## src/rtl/rr_burst_sched.sv

```systemverilog
// Round-robin grant of one shared burst sequencer among NREQ requesters; drives go/last_beat per beat.
// Latency: grant registered one cycle after first; done one cycle after the final beat.
// Backpressure: ready=0 freezes the beat count and state; requests are ignored until the burst ends.
module rr_burst_sched #(
    parameter int NREQ = 4,
    parameter int LENW = 4,
    localparam int IDW = $clog2(NREQ)
) (
    input  logic                 clk,
    input  logic                 rst,
    input  logic [NREQ-1:0]      req,
    input  logic [NREQ*LENW-1:0] len,
    input  logic                 ready,
    output logic                 first,
    output logic                 go,
    output logic                 last_beat,
    output logic [NREQ-1:0]      gnt,
    output logic [IDW-1:0]       gnt_id,
    output logic                 done
);

    typedef enum logic [1:0] {
        IDLE = 2'd0,
        RUN  = 2'd1,
        LAST = 2'd2
    } state_t;

    state_t          state, state_nxt;
    logic [LENW-1:0] rem, rem_nxt;
    logic [IDW-1:0]  ptr, ptr_nxt;
    logic [NREQ-1:0] gnt_nxt;
    logic [IDW-1:0]  gnt_id_nxt;
    logic            done_nxt;

    logic            found;
    logic [IDW-1:0]  win_id;
    logic [IDW-1:0]  cand;
    logic [LENW-1:0] win_len;

    // Scan starts just past the last winner, so that winner ends up lowest priority.
    always_comb begin
        found  = 1'b0;
        win_id = '0;
        cand   = '0;
        for (int i = 1; i <= NREQ; i++) begin
            cand = IDW'((int'(ptr) + i) % NREQ);
            if (!found && req[cand]) begin
                found  = 1'b1;
                win_id = cand;
            end
        end
    end

    assign win_len = len[int'(win_id)*LENW +: LENW];

    always_comb begin
        state_nxt  = state;
        rem_nxt    = rem;
        ptr_nxt    = ptr;
        gnt_nxt    = gnt;
        gnt_id_nxt = gnt_id;
        done_nxt   = 1'b0;
        case (state)
            IDLE: begin
                gnt_nxt = '0;
                if (found) begin
                    gnt_nxt    = NREQ'(1) << win_id;
                    gnt_id_nxt = win_id;
                    rem_nxt    = win_len;
                    state_nxt  = (win_len == '0) ? LAST : RUN;
                end
            end
            RUN: begin
                if (ready) begin
                    rem_nxt = rem - LENW'(1);
                    if (rem == LENW'(1)) begin
                        state_nxt = LAST;
                    end
                end
            end
            LAST: begin
                if (ready) begin
                    state_nxt = IDLE;
                    gnt_nxt   = '0;
                    ptr_nxt   = gnt_id;
                    done_nxt  = 1'b1;
                end
            end
            default: begin
                state_nxt = IDLE;
                gnt_nxt   = '0;
                rem_nxt   = '0;
            end
        endcase
    end

    always_ff @(posedge clk or posedge rst) begin
        if (rst) begin
            state  <= IDLE;
            rem    <= '0;
            ptr    <= IDW'(NREQ - 1);
            gnt    <= '0;
            gnt_id <= '0;
            done   <= 1'b0;
        end else begin
            state  <= state_nxt;
            rem    <= rem_nxt;
            ptr    <= ptr_nxt;
            gnt    <= gnt_nxt;
            gnt_id <= gnt_id_nxt;
            done   <= done_nxt;
        end
    end

    // first is gated by rst so no grant is advertised while the block is held in reset.
    assign first     = !rst && (state == IDLE) && found;
    assign go        = (state == RUN) || (state == LAST);
    assign last_beat = (state == LAST);

endmodule

```

## config.mk

```make
export PLATFORM = sky130hd
export DESIGN_NAME = rr_burst_sched
export DESIGN_NICKNAME = d
export VERILOG_FILES = /design/src/rtl/rr_burst_sched.sv
export SDC_FILE = /design/constraint.sdc
export NUM_CORES = 1
export LEC_CHECK = 0
export CAP_MARGIN = 30
export CORE_AREA = 5 5 57 71
export CTS_CLUSTER_SIZE = 16
export DETAILED_ROUTE_END_ITERATION = 10
export DIE_AREA = 0 0 62 76
export SKIP_CTS_REPAIR_TIMING = 1
export SYNTH_ARGS = -nofsm -noshare
export SYNTH_HDL_FRONTEND = slang
export SYNTH_SLANG_ARGS = --single-unit
```

## constraint.sdc

```tcl
create_clock -name clk -period 2.6 [get_ports clk]
set_clock_uncertainty 0.1 [all_clocks]
set_input_delay 0.39 -clock clk [delete_from_list [all_inputs] [get_ports clk]]
set_output_delay 0.39 -clock clk [all_outputs]
set_load 0.02 [all_outputs]
```

* Yosys cells after proc, flatten, opt, wreduce, memory -nomap -nowiden
Index checks and enable logic that the tools add are counted.
W data, S select, Z words.
** Storage, ports and cells
- Flip-flop bits (word level) :: 15
- Input bits :: 23
- Logic and storage cells :: 73
- Output and inout bits :: 10
** Cells by class
- Equality and inequality tests :: 7
- Reduce and logical (&&, ||, !) cells :: 17
- $lt $le $gt $ge :: 4
- Mux-type cells :: 30
- Add/sub/neg operators :: 5
- Bitwise gates (word level) :: 2
- Shifts and indexed selects :: 2
** Operators with widths (count)
- $pmux W4 S3 :: 2
- $mux W2 :: 9
- $mux W4 :: 4
- $shiftx A16 B5 Y4 :: 1
- $lt A2 B3 Y1 const B :: 4
- $mux W1 :: 10
- $bmux W1 S2 :: 4
- $ne A2 B2 Y1 const B :: 4
- $pmux W2 S3 :: 1
- $reduce_and A2 Y1 :: 3
- $logic_and A1 B1 Y1 :: 5
- $add A2 B1 Y2 const B :: 2
- $add A2 B2 Y2 const B :: 2
- $eq A4 B1 Y1 const B :: 1
- $logic_not A1 Y1 :: 4
- $logic_not A4 Y1 :: 1
- $reduce_and A4 Y1 :: 1
- $shl A1 B2 Y4 const A :: 1
- $sub A4 B1 Y4 const B :: 1
- $reduce_and A3 Y1 :: 1
- $eq A2 B1 Y1 const B :: 1
- $eq A2 B2 Y1 const B :: 1
- $logic_not A2 Y1 :: 1
- $not A1 Y1 :: 2
- $logic_or A1 B1 Y1 :: 1

* Logic depth before layout (Yosys ltp)
- Depth in word-level cells :: 18
- Gate-level depth with buffers :: 9
- Mapped depth without buffers :: 8

* Worst setup path before layout
Ideal clock, no wire load.
- Path kind :: register to register
- Start :: reg ptr[0]
- End :: reg rem[3]
- Setup time :: 126 ps
- Path buffers :: 1
- Stages on the path, launching flop included :: 8
- Required time :: 2374 ps
- Period minus slack after synthesis :: 1852 ps
- Path slack :: 748 ps
- Arrival time :: 1626 ps
- Cells stage by stage :: dfstp_2 nand2b_1 a21o_1 o311ai_4 buf_6 mux2i_1 mux2i_1 a221o_1
** Between the ends
- Cells in the longest elaborated chain, start to end :: 16
- Elaborated cells on any way between the ends :: 31
- Those cells by class :: add/sub (4); eq/ne (1); shift (1); mux (18); reduce/logical (7)
** RTL lines
- start, declared :: RTL line 30 : logic [IDW-1:0] ptr, ptr_nxt;
- start signal, assigned :: RTL line 101 : ptr <= IDW'(NREQ - 1);
- start signal, assigned :: RTL line 108 : ptr <= ptr_nxt;
- $add A2 B1 Y2 :: RTL line 46 : cand = IDW'((int'(ptr) + i) % NREQ);
- $bmux W1 S2 :: RTL line 47 : if (!found && req[cand]) begin
- $mux W1 (implied by the code) :: RTL line 47
- $mux W1 :: RTL line 47
- $logic_not A1 Y1 :: RTL line 47
- $logic_and A1 B1 Y1 :: RTL line 47
- $mux W1 :: RTL line 47
- $logic_not A1 Y1 :: RTL line 47
- $logic_and A1 B1 Y1 :: RTL line 47
- $mux W1 :: RTL line 47
- $logic_not A1 Y1 :: RTL line 47
- $logic_and A1 B1 Y1 :: RTL line 47
- $mux W2 :: RTL line 47
- $shiftx A16 B5 Y4 :: RTL line 54 : assign win_len = len[int'(win_id)*LENW +: LENW];
- $mux W4 :: RTL line 66 : if (found) begin
- $pmux W4 S3 :: RTL line 63 : case (state)
- end signal, assigned :: RTL line 107 : rem <= rem_nxt;
- end, declared :: RTL line 29 : logic [LENW-1:0] rem, rem_nxt;
Several ways; a longest one is shown, not always the timed one. The select of a mux whose other input is x is not followed.
A chain may end at the register's enable or synchronous reset.

* Worst setup path in the final report
- Start :: in req[3]
- End :: out first
** Between the ends
- Cells in the longest elaborated chain, start to end :: 13
- Elaborated cells on any way between the ends :: 19
- Those cells by class :: mux (12); reduce/logical (7)
** RTL lines
- start, declared :: RTL line 11 : input logic [NREQ-1:0] req,
- $bmux W1 S2 :: RTL line 47
- $mux W1 (implied by the code) :: RTL line 47
- $mux W1 :: RTL line 47
- $logic_not A1 Y1 :: RTL line 47
- $logic_and A1 B1 Y1 :: RTL line 47
- $mux W1 :: RTL line 47
- $logic_not A1 Y1 :: RTL line 47
- $logic_and A1 B1 Y1 :: RTL line 47
- $mux W1 :: RTL line 47
- $logic_not A1 Y1 :: RTL line 47
- $logic_and A1 B1 Y1 :: RTL line 47
- $mux W1 * :: RTL line 47
- $logic_and A1 B1 Y1 * :: RTL line 116 : assign first = !rst && (state == IDLE) && found;
- end, declared :: RTL line 14 : output logic first,
Mark *: on every way between the ends. The rest lies on a longest branch, timed or not. The select of a mux whose other input is x is not followed.

==> impl_metrics.env <==
export IMPL_outcome="finished, final reports clean"
export IMPL_synth_edf_count=0
export IMPL_synth_area_top_cells="dfrtp_1, mux2i_1, mux2_2"
export IMPL_grt_start_max_net_pins=16
export IMPL_area_growth_pct=38.44
export IMPL_final_cells=196
export IMPL_max_clock_freq_mhz=402.5
export IMPL_antenna_found_initial=0
export IMPL_cts_buffer_depth=2
export IMPL_crit_type="in2out"
export IMPL_p_per_area_mw_per_mm2=1065
export IMPL_yosys_warnings=0
export IMPL_synth_cell_type_count=36
export IMPL_antenna_left=0
export IMPL_slew_viol_final=0
export IMPL_cap_violations=0
export IMPL_vias=1022
export IMPL_ys_flop_type="dfrtp_1"
export IMPL_fin_crit_sh_pct=95.56
export IMPL_path_common_cell="clkdlybuf4s50_1"
export IMPL_worstMarginPinSlew_ns=0.5939
export IMPL_layout_nets=186
export IMPL_synthMostInstantiatedCell="nand2_1"
export IMPL_hold_viol=0
export IMPL_synth_top_family_by_area="simple AND/OR/NAND/NOR gates"
export IMPL_cts_root_buf="clkbuf_8"
export IMPL_cts_tree="done"
export IMPL_synthTopCellsByCount="nand2_1, dfrtp_1, inv_1, mux2i_1, nor2_1"
export IMPL_postSynthCellCount=120
export IMPL_num_antenna_cells=0
export IMPL_synth_compound_area_share_pct=19.50
export IMPL_crit_path_max_fanout=4
export IMPL_grt_pass1_vias=1121
export IMPL_cts_sinks=15
export IMPL_maxSlewHeadroom_pct=60.31
export IMPL_peakVddDrop_mv=0.4746
export IMPL_die_h_um=76
export IMPL_first_pass_iters=4
export IMPL_setup_worst_path_end_class="output port"
export IMPL_grt_first_pass_wirelength_um=4747
export IMPL_arrival_ns=1.99
export IMPL_synth_top_cell_area_share_pct=29.31
export IMPL_die_w_um=62
export IMPL_tritoncts_num_buffers=3
export IMPL_drcViolationCount=0
export IMPL_hp_class="reg2reg"
export IMPL_syn_cell_area_mm2=0.001110
export IMPL_crit_slowest_cell="clkdlybuf4s50_1"
export IMPL_critical_path_required_ns=2.11
export IMPL_routedWlPerCell_um=13.88
export IMPL_period_needed_ns=2.485
export IMPL_io_buffer_count=32
export IMPL_rsz0062_at_grt="no"
export IMPL_rows=24
export IMPL_grt_usage_pct=12.88
export IMPL_synth_nets=148
export IMPL_fillerInstances=342
export IMPL_clk_latency_ns=0.24
export IMPL_multi_input_area_um2=671.9
export IMPL_synth_mux_area_share_pct=15.33
export IMPL_seq_area_um2=377.9
export IMPL_seq_area_frac_synth_pct=34.05
export IMPL_viasPerCell=5.214
export IMPL_placeableCoreArea_mm2=0.003363
export IMPL_drt_wl_total_um=2721
export IMPL_initial_core_util_pct=33.00
export IMPL_ioPinCount=33
export IMPL_async_flop_share_pct=100.0
export IMPL_drive_gt1_share_pct=14.65
export IMPL_synthXorXnorAreaFrac_pct=0
export IMPL_p_leak_nw=0.6740
export IMPL_cp_cell_sequence="clkdlybuf4s50_1, buf_4, nor4_2, nand2b_1, nor2_1, clkdlybuf4s50_1"
export IMPL_dieArea_mm2=0.004712
export IMPL_dp_cells=192
export IMPL_drt_initial_drc_count=30
export IMPL_final_setup_viol_count=0
export IMPL_critPathLaunchType="input port"
export IMPL_max_stage_delay_ns=0.53
export IMPL_gp_congestion=0.8128
export IMPL_synth_top_area_cell="dfrtp_1"
export IMPL_ys_seq_elements=15
export IMPL_dpl_hpwl_um=2266
export IMPL_post_synth_fa_ha_maj_area_fraction_pct=5.637
export IMPL_synthSimpleGateAreaFrac_pct=20.07
export IMPL_syn_avg_cell_area_um2=9.248
export IMPL_clk_pin_slew_ns=0.06
export IMPL_h_tree_depth=1
export IMPL_fin_tns_setup_ns=0
export IMPL_grt_overflow_total=0
==> per-layer routing <==
metal	vias up	GRT usage (%)	share of wire (%)
met2	32	21.58	51
met5	-	0	0
li1	499	-	-
met4	0	6.582	2.9
met1	483	14.44	42
met3	8	2.881	4.8
==> registers in the layout (all words and copies together), names as in the netlist <==
| register | flops |
|---|---|
| done | 1 |
| gnt | 4 |
| gnt_id | 2 |
| ptr | 2 |
| rem | 4 |
| state | 2 |
==> path summary, 6_finish.rpt <==
path / start / to / slack [ns] / cells after the start
max in group asynchronous: rst / gnt_id[0] / 1.57 / 2
worst max register to register: state[1] / state[1] / 0.39 / 7
worst min register to register: gnt[0] / gnt[0] / 0.38 / 2
min in group asynchronous: rst / gnt[1] / 0.45 / 2
worst max-delay path: req[3] / first / 0.12 / 6
worst min-delay path: gnt[0] / gnt[0] / 0.38 / 2
==> cells by family (layout without fill, tap and decap cells) <==
kind of cell,count (synthesis),in the layout
AO/OA/AOI/OAI,27,27
adder cells (fa/ha/maj),5,5
AND/OR/NAND/NOR,44,44
buffers and inverters,13,50
flip-flops,15,15
multiplexers,16,16
==> power breakdown <==
part	total (mW)	internal (mW)	switching (mW)
clock network	0.186	0.106	0.0797
registers	0.440	0.352	0.0874
logic	1.01	0.479	0.531
==> cells in the final DEF, fill, tap and decap left out, drive strengths merged, types with 2 or more instances in the layout <==
master / netlist / routed
a21o: 2 / 2
a21oi: 5 / 5
a221o: 2 / 2
buf: 2 / 5
clkbuf: 2 / 3
clkdlybuf4s50: 0 / 32
dfrtp: 13 / 13
dfstp: 2 / 2
ha: 5 / 5
inv: 9 / 9
mux2: 8 / 8
mux2i: 8 / 8
nand2: 17 / 17
nand2b: 3 / 3
nand3: 3 / 3
nor2: 8 / 8
nor2b: 2 / 2
nor3: 2 / 2
nor4: 5 / 5
o21a: 2 / 2
o21ai: 9 / 9
o22ai: 2 / 2
o31ai: 2 / 2
==> critical path, delay by kind of cell <==
family	cells	cell delay (ns)
AND/OR/NAND/NOR	3	0.44
buffers and inverters	3	1.16
==> area by class of cell <==
class                      instances  share of cell area, %
multi-input combinational         92                  43.73
timing repair buffer              37                  23.29
inverter                           9                  2.199
tap                               39                  3.176
clock buffer                       3                  2.687
sequential                        15                  24.59
clock inverter                     1                 0.3257
==> metrics by stage <==
stage / hold slack [ns] / worst slack (ns) / cell area [um2] / power, mW / utilization [%]
6_report: 0.3831 / 0.1155 / 1536 / 1.636 / 45.68
5_1_grt: 0.4102 / 0.01780 / 1536 / 1.782 / 45.68
4_1_cts: 0.3871 / 0.09324 / 1536 / 1.665 / 45.68
3_5_place_dp: 0.3710 / 0.007512 / 1490 / 1.471 / 44.31
3_3_place_gp: 0.3662 / 0.08203 / 1490 / 1.452 / 44.31
2_1_floorplan: 0.1900 / 0.7484 / 1110 / 1.135 / -
(Power assumes the default switching activity.)
